==> config.mk <==
export PLATFORM = sky130hd
export DESIGN_NAME = imm_gen_pipe
export DESIGN_NICKNAME = d
export VERILOG_FILES = /design/src/rtl/imm_gen_pipe.sv
export SDC_FILE = /design/constraint.sdc
export NUM_CORES = 1
export LEC_CHECK = 0
export CAP_MARGIN = 20
export CORE_UTILIZATION = 46
export DETAILED_ROUTE_END_ITERATION = 10
export GPL_TIMING_DRIVEN = 0
export PLACE_DENSITY = 0.73
export SYNTH_ARGS = -nofsm -noshare
export SYNTH_HDL_FRONTEND = slang
export SYNTH_SLANG_ARGS = --single-unit
==> constraint.sdc <==
create_clock -name clk -period 1.55 [get_ports clk]
set_input_delay 0.31 -clock clk [delete_from_list [all_inputs] [get_ports clk]]
set_output_delay 0.31 -clock clk [all_outputs]
set_load 0.1 [all_outputs]
==> src/rtl/imm_gen_pipe.sv <==
// Registered, handshaked RV32I/RV64I immediate generator with an optional
// 2-entry skid buffer so decode can run at full rate under backpressure.
module imm_gen_pipe #(
  parameter int XLEN        = 32,
  parameter bit AUTO_DECODE = 1'b0,
  parameter bit SKID        = 1'b1
) (
  input  logic            clk,
  input  logic            rst,
  input  logic            in_valid,
  output logic            in_ready,
  input  logic [31:0]     instr,
  input  logic [2:0]      imm_src,
  output logic            out_valid,
  input  logic            out_ready,
  output logic [XLEN-1:0] imm_ext,
  output logic [2:0]      imm_fmt,
  output logic            illegal
);

  typedef enum logic [2:0] {
    FMT_I       = 3'b000,
    FMT_S       = 3'b001,
    FMT_B       = 3'b010,
    FMT_U       = 3'b011,
    FMT_J       = 3'b100,
    FMT_SHAMT   = 3'b101,
    FMT_NONE    = 3'b110,
    FMT_ILLEGAL = 3'b111
  } fmt_t;

  function automatic fmt_t decode_fmt(input logic [31:0] w);
    fmt_t f;
    case (w[6:0])
      7'b0010011: f = (w[14:12] == 3'b001 || w[14:12] == 3'b101) ? FMT_SHAMT : FMT_I;
      7'b0000011,
      7'b1100111,
      7'b1110011: f = FMT_I;
      7'b0100011: f = FMT_S;
      7'b1100011: f = FMT_B;
      7'b0110111,
      7'b0010111: f = FMT_U;
      7'b1101111: f = FMT_J;
      7'b0110011,
      7'b0001111: f = FMT_NONE;
      default:    f = FMT_ILLEGAL;
    endcase
    return f;
  endfunction

  logic [2:0]      dec_fmt;
  logic [XLEN-1:0] dec_imm;
  logic            dec_ill;
  logic [31:0]     raw32;
  logic [5:0]      shamt;

  // Every sign-extended format is first built as a 32-bit value and then
  // widened, so one cast covers both XLEN settings.
  always_comb begin
    dec_fmt = AUTO_DECODE ? 3'(decode_fmt(instr)) : imm_src;
    raw32   = '0;
    dec_imm = '0;
    dec_ill = 1'b0;
    shamt   = (XLEN == 64) ? instr[25:20] : {1'b0, instr[24:20]};
    case (fmt_t'(dec_fmt))
      FMT_I: begin
        raw32   = {{20{instr[31]}}, instr[31:20]};
        dec_imm = XLEN'($signed(raw32));
      end
      FMT_S: begin
        raw32   = {{20{instr[31]}}, instr[31:25], instr[11:7]};
        dec_imm = XLEN'($signed(raw32));
      end
      FMT_B: begin
        raw32   = {{19{instr[31]}}, instr[31], instr[7], instr[30:25], instr[11:8], 1'b0};
        dec_imm = XLEN'($signed(raw32));
      end
      FMT_U: begin
        raw32   = {instr[31:12], 12'b0};
        dec_imm = XLEN'($signed(raw32));
      end
      FMT_J: begin
        raw32   = {{11{instr[31]}}, instr[31], instr[19:12], instr[20], instr[30:21], 1'b0};
        dec_imm = XLEN'($signed(raw32));
      end
      FMT_SHAMT:   dec_imm = XLEN'(shamt);
      FMT_NONE:    dec_imm = '0;
      FMT_ILLEGAL: dec_ill = 1'b1;
      default:     dec_imm = '0;
    endcase
  end

  logic            head_valid;
  logic [XLEN-1:0] head_imm;
  logic [2:0]      head_fmt;
  logic            head_ill;
  logic            tail_valid;
  logic [XLEN-1:0] tail_imm;
  logic [2:0]      tail_fmt;
  logic            tail_ill;
  logic            push;
  logic            pop;

  // With the skid buffer, readiness is the registered full flag only; rst
  // gates both sides so nothing transfers while reset is held.
  assign in_ready  = !rst && (SKID ? !tail_valid : (!head_valid || out_ready));
  assign out_valid = head_valid && !rst;
  assign push      = in_valid && in_ready;
  assign pop       = out_valid && out_ready;

  assign imm_ext = head_imm;
  assign imm_fmt = head_fmt;
  assign illegal = head_ill;

  always_ff @(posedge clk) begin
    if (rst) begin
      head_valid <= 1'b0;
      head_imm   <= '0;
      head_fmt   <= 3'b000;
      head_ill   <= 1'b0;
      tail_valid <= 1'b0;
      tail_imm   <= '0;
      tail_fmt   <= 3'b000;
      tail_ill   <= 1'b0;
    end else if (SKID) begin
      if (tail_valid) begin
        if (pop) begin
          head_imm   <= tail_imm;
          head_fmt   <= tail_fmt;
          head_ill   <= tail_ill;
          tail_valid <= 1'b0;
        end
      end else if (head_valid) begin
        if (push && pop) begin
          head_imm <= dec_imm;
          head_fmt <= dec_fmt;
          head_ill <= dec_ill;
        end else if (push) begin
          tail_imm   <= dec_imm;
          tail_fmt   <= dec_fmt;
          tail_ill   <= dec_ill;
          tail_valid <= 1'b1;
        end else if (pop) begin
          head_valid <= 1'b0;
        end
      end else if (push) begin
        head_imm   <= dec_imm;
        head_fmt   <= dec_fmt;
        head_ill   <= dec_ill;
        head_valid <= 1'b1;
      end
    end else begin
      if (push) begin
        head_imm   <= dec_imm;
        head_fmt   <= dec_fmt;
        head_ill   <= dec_ill;
        head_valid <= 1'b1;
      end else if (pop) begin
        head_valid <= 1'b0;
      end
    end
  end

endmodule

==> results.ini, run 1 <==
[run_status]
outcome=complete, but fails checks
violations=setup timing

[routing]
via_per_inst=5.96
highest_layer=met4
via_count=3721
wl_met1_um=5050
met3_wirelength_um=972
drt-total-wl_um=11700
met2_length_um=5370
drtIter0Drc=237
dr.pass1.iters=5
wire_per_inst_um=18.8
antenna_left=0
drc_errors=0

[clock_tree]
clk_latency_ns=0.36
cts_buffer_depth=2
root_buffer=clkbuf_8
path_clk_slew_ns=0.08
cts_tree=yes
numCtsBuffers=9
cts_hold_buf=0
clock-sinks=74
htreeDepth=3

[timing]
setup_tns_ns=-3.21
holdWs_ns=0.412
fin_crit_ns=1.66
fin_ws_ns=-0.114
slew_headroom_pct=52.8
setup-violations-final=56
finClkSkew_ns=0.00624
final_max_slew_viol_count=0
period_share_pct=107
finalHoldViolCount=0
fmax_ghz=0.601
rsz0062_at_grt=yes
worst_slew_pin_slew_ns=0.708

[placement]
place_area_um2=4390
routabilityCongestion=0.848
dp.cells=598
hpwl_um=7450
port_buffers=67

[die]
floorplan.die.height_um=89.7
start_util_pct=48.3
io_pins=77
coreArea_um2=7330
core.rowCount=31
dieArea_um2=8050
dieWidth_um=89.7

[synth]
syn_nets=471
netlist_area_um2=3540
synth_top_area_share_pct=41.8
syn_inst=432
yosysSeqAreaShare_pct=41.8
synth-main-ff-cell=dfxtp_1
yosysTopAreaCell=dfxtp_1
ys_top_cells_by_count=dfxtp_1, a21oi_1, nand2_1
async_flop_share_pct=0
ys_ff_latch=74
synth.most_common_cell=dfxtp_1
synth_area_leaders=dfxtp_1, a21oi_1, a221o_1, nand2_1, nor2_1
synth_edf_count=0
synth_cell_types=42
yosys_warnings=0
syn_avg_cell_area_um2=8.20

[final_layout]
diodes=0
register_area_um2=1490
design_area_um2=5000
final_nets=559
areaGrowthSynthToFinish_pct=41.1
multi_input_area_um2=2030
n_fill_cell=579
drive_above_1_share_pct=29.7
fin_cells=624

[power_and_ir_drop]
power_leakage_uw=0.00185
p_comb_share_pct=25.8
swShare_pct=33.9
clkPwrFrac_pct=34.5
power_density_nw_per_um2=1020
finalPower_uw=5090
vdd_ir_drop_max_v=0.000533
cellInternalPower_uw=3360
p_seq_share_pct=39.7
switchingPower_uw=1730

[grt]
grt-ovfl-total=0
grt_use_total_pct=28.5
grt_max_degree=13
grt_pass1_vias=3447
grt_pass1_wl_um=18200
antenna_found_initial=0

[setup_path]
crit_arrival_ns=1.88
start_kind=flop
crit_fanout=10
path_class=reg2reg
worst-endpoint-required_ns=1.76
endpoint_kind=flop

[min_path]
min_path_type=in2reg

[job]
cap_violations=0

[layer usage]
metal  vias to the layer above  track usage (%)
li1                       1726                -
met2                       175             42.9
met1                      1791             38.6
met5                         -                0
met4                         0             12.0
met3                        29             7.53
[final timing paths]
| kind | startpoint | endpoint | slack (ns) | depth (start not counted) |
|---|---|---|---|---|
| worst max register to register | tail_valid$_SDFF_PP0_ | tail_imm[22]$_SDFFE_PP0P_ | -0.11 | 5 |
| worst min-delay path | in_valid | head_valid$_SDFFE_PP0N_ | 0.41 | 3 |
| worst min register to register | imm_ext[30]$_SDFFE_PP0P_ | imm_ext[30]$_SDFFE_PP0P_ | 0.45 | 2 |
| worst max-delay path | tail_valid$_SDFF_PP0_ | tail_imm[22]$_SDFFE_PP0P_ | -0.11 | 5 |
[sequential cells by signal, indices dropped and copies added (netlist names)]
name,count
head_valid,1
tail_valid,1
imm_fmt,3
illegal,1
imm_ext,32
tail_ill,1
tail_fmt,3
tail_imm,32
[worst max-delay path, stage by stage, from the launching register on]
cell and delay (ns):
dfxtp_4 0.37, or2_4 0.29, or3_4 0.47, a21oi_4 0.17, buf_12 0.15, a211oi_1 0.07
[power by group through the flow]
| stage | clock (uW) | sequential [uW] | combinational, uW |
|---|---|---|---|
| 2_1_floorplan | 0 | 2490 | 420 |
| 3_3_place_gp | 0 | 2060 | 1190 |
| 3_5_place_dp | 0 | 2070 | 1190 |
| 4_1_cts | 1750 | 2020 | 1260 |
| 5_1_grt | 1870 | 2030 | 1370 |
| 6_report | 1760 | 2020 | 1310 |
[placed cells by master, fill, tap and decap left out, types with 11 or more instances in the layout]
| cell | Yosys | final |
|---|---|---|
| o21ai_0 | 23 | 14 |
| nand3_1 | 11 | 11 |
| buf_2 | 11 | 38 |
| clkbuf_8 | 0 | 13 |
| nand2_1 | 38 | 37 |
| clkbuf_1 | 27 | 13 |
| buf_4 | 1 | 11 |
| dfxtp_1 | 74 | 72 |
| a21oi_2 | 1 | 13 |
| inv_1 | 23 | 22 |
| nor2b_1 | 13 | 11 |
| nor2_1 | 35 | 30 |
| nor3_1 | 17 | 11 |
| clkdlybuf4s50_1 | 0 | 24 |
| a21oi_1 | 46 | 34 |
| a221o_1 | 15 | 15 |
[final cells by class]
type / instances / area share (%)
Buffer: 42 / 7.56
Clock buffer: 12 / 3.10
Clock inverter: 4 / 1.48
Inverter: 23 / 1.73
Multi-Input combinational cell: 292 / 40.7
Sequential cell: 74 / 29.8
Tap cell: 99 / 2.48
Timing Repair Buffer: 78 / 13.1
[kinds of logic after synthesis]
| group | after synthesis | synth area share [%] |
|---|---|---|
| multiplexers | 5 | 1.41 |
| adder cells (fa/ha/maj) | 1 | 0.318 |
| flip-flops | 74 | 41.8 |
| buffers and inverters | 67 | 8.45 |
| XOR/XNOR | 1 | 0.247 |
| AO/OA/AOI/OAI | 136 | 26.9 |
| AND/OR/NAND/NOR | 148 | 20.8 |
[what timing repair did]
item                       in CTS  in global routing
buffers inserted                5                  2
gates resized for setup       261                 60
pin swaps                      13                 19
setup endpoints to repair     112                 93
cloned                          1                  4
[through the flow]
stage	worst slack (ns)	utilization, %
floorplan	-0.0994	-
global placement	-1.52	59.9
detailed placement	-1.50	59.9
CTS	-0.0766	66.3
global route	-0.171	68.2
finish	-0.114	68.2
Power figures use the tool's default switching activity.
==> run 2: changes to the inputs <==
- CORE_MARGIN: not set -> 8
- CORE_UTILIZATION: 46 -> 54
- PLACE_DENSITY: 0.73 -> 0.81
- clock period: 1.55 -> 2 ns (I/O delays scaled with it)
==> results.ini, run 2 (synthesized netlist as in run 1, its figures left out) <==
[grt]
grt_pass1_vias=3445  ; -0.058%
grt_max_degree=14  ; +1
antenna_found_initial=0  ; unchanged
grt-ovfl-total=0  ; unchanged
grt_use_total_pct=22.2  ; -6.4 points
grt_pass1_wl_um=17400  ; -4.0%

[timing]
finClkSkew_ns=0.0101  ; +0.00391 ns
period_share_pct=98.2
fin_crit_ns=1.96
fmax_ghz=0.509
final_max_slew_viol_count=0  ; unchanged
slew_headroom_pct=35.4  ; -17 points
rsz0062_at_grt=no
finalHoldViolCount=0  ; unchanged
holdWs_ns=0.453  ; +0.0406 ns
setup_tns_ns=0  ; +3.21 ns
worst_slew_pin_slew_ns=0.973  ; +0.266 ns
setup-violations-final=0  ; -100%

[routing]
drt-total-wl_um=10800  ; -8.1%
drtIter0Drc=355  ; +50%
dr.pass1.iters=6  ; +1
via_per_inst=6.11  ; +2.4%
wire_per_inst_um=18.2  ; -3.3%
via_count=3621  ; -2.7%
antenna_left=0  ; unchanged
drc_errors=0  ; unchanged

[die]
core.rowCount=29  ; -6.5%
dieWidth_um=97.0  ; +8.1%
dieArea_um2=9400  ; +17%
floorplan.die.height_um=97.0  ; +8.1%
io_pins=77  ; unchanged
coreArea_um2=6350  ; -13%
start_util_pct=55.8  ; +7.5 points

[final_layout]
areaGrowthSynthToFinish_pct=28.4
final_common_cell=dfxtp_1
diodes=0  ; unchanged
mostFrequentLayoutCells=dfxtp_1, a21oi_1, nand2_1
drive_above_1_share_pct=11.6  ; -18 points
n_fill_cell=512  ; -12%
final_nets=550  ; -1.6%

[setup_path]
crit_family=buffers and inverters
path_class=reg2out
cp_slowest_stage_delay_ns=0.86  ; +0.39 ns
worst-endpoint-required_ns=1.60  ; -0.16 ns
cpMaxStageDelayCell=dlygate4sd2_1
start_kind=flop
crit_arrival_ns=1.56  ; -0.32 ns
crit_chain=dlygate4sd2_1
endpoint_kind=primary output
crit_fanout=2  ; -8
worstPathBufferInverterCount=1  ; unchanged

[power_and_ir_drop]
clkPwrFrac_pct=33.4  ; -1.1 points
swShare_pct=34.7  ; +0.73 points
power_density_nw_per_um2=817  ; -20%
power_leakage_uw=0.00170  ; -8.0%
cellInternalPower_uw=2430  ; -28%
p_comb_share_pct=24.4  ; -1.4 points
vdd_ir_drop_max_v=0.000702  ; +32%
switchingPower_uw=1290  ; -25%
p_seq_share_pct=42.2  ; +2.5 points

[clock_tree]
numCtsBuffers=9  ; unchanged
cts_tree=yes
htreeDepth=3  ; unchanged
path_clk_slew_ns=0.08  ; about the same
root_buffer=clkbuf_8
clk_latency_ns=0.35  ; about the same
clock-sinks=74  ; unchanged
cts_buffer_depth=2  ; unchanged

[placement]
hpwl_um=7670  ; +2.8%
port_buffers=67  ; unchanged
routabilityCongestion=0.847  ; -0.17%

[run_status]
outcome=finished, final reports clean

[min_path]
min_path_type=reg2reg

[job]
cap_violations=0  ; unchanged

run 2: path summary, 6_finish.rpt:
path,start,endpoint,slack (ns),cells past startpoint
worst max-delay path,imm_ext[31]$_SDFFE_PP0P_,imm_ext[31],0.04,1
worst max register to register,tail_valid$_SDFF_PP0_,tail_imm[5]$_SDFFE_PP0P_,0.12,7
worst min register to register,imm_ext[20]$_SDFFE_PP0P_,imm_ext[20]$_SDFFE_PP0P_,0.45,2
worst min-delay path,imm_ext[20]$_SDFFE_PP0P_,imm_ext[20]$_SDFFE_PP0P_,0.45,2
run 2: what timing repair did:
item,CTS,global route
pin swaps,1,0
setup buffers,1,0
endpoints found under the setup margin,80,39
gates cloned,0,0
hold buffers,0,0
gates resized for setup,61,21
run 2: cell type report:
type	count	area, um2	area share [%]
Buffer	44	233	5.12
Inverter	23	86.3	1.90
Clock buffer	11	151	3.33
Sequential cell	74	1480	32.6
Tap cell	77	96.3	2.12
Multi-Input combinational cell	291	1780	39.2
Clock inverter	5	61.3	1.35
Timing Repair Buffer	68	657	14.4
run 2: per-stage QoR:
stage	area [um2]	power, uW	std cells	utilization, %	setup slack [ns]
2_1_floorplan	3540	2240	432	-	0.0174
4_1_cts	4530	3700	593	71.4	0.0000664
6_report	4550	3710	593	71.6	0.0363
3_3_place_gp	4310	2500	576	67.9	-1.21
3_5_place_dp	4310	2510	576	67.9	-1.24
5_1_grt	4550	3830	593	71.6	0.000438
run 2: metal layers:
| metal | track usage, % | wire (um) |
|---|---|---|
| met1 | 27.8 | 4510 |
| met2 | 36.4 | 5030 |
| met3 | 6.12 | 1030 |
| met4 | 5.92 | 204 |
| met5 | 0 | 0 |
run 2: worst min-delay path, delay by kind of cell (launching register included):
kind | cells | cell delay [ns]
AND/OR/NAND/NOR | 1 | 0.05
AO/OA/AOI/OAI | 1 | 0.05
flip-flops | 1 | 0.31
run 2: power by group through the flow:
stage,combinational (uW),sequential (uW),clock [uW]
floorplan,314,1930,0
global placement,901,1600,0
detailed placement,913,1600,0
CTS,893,1570,1240
global route,950,1570,1300
finish,906,1570,1240
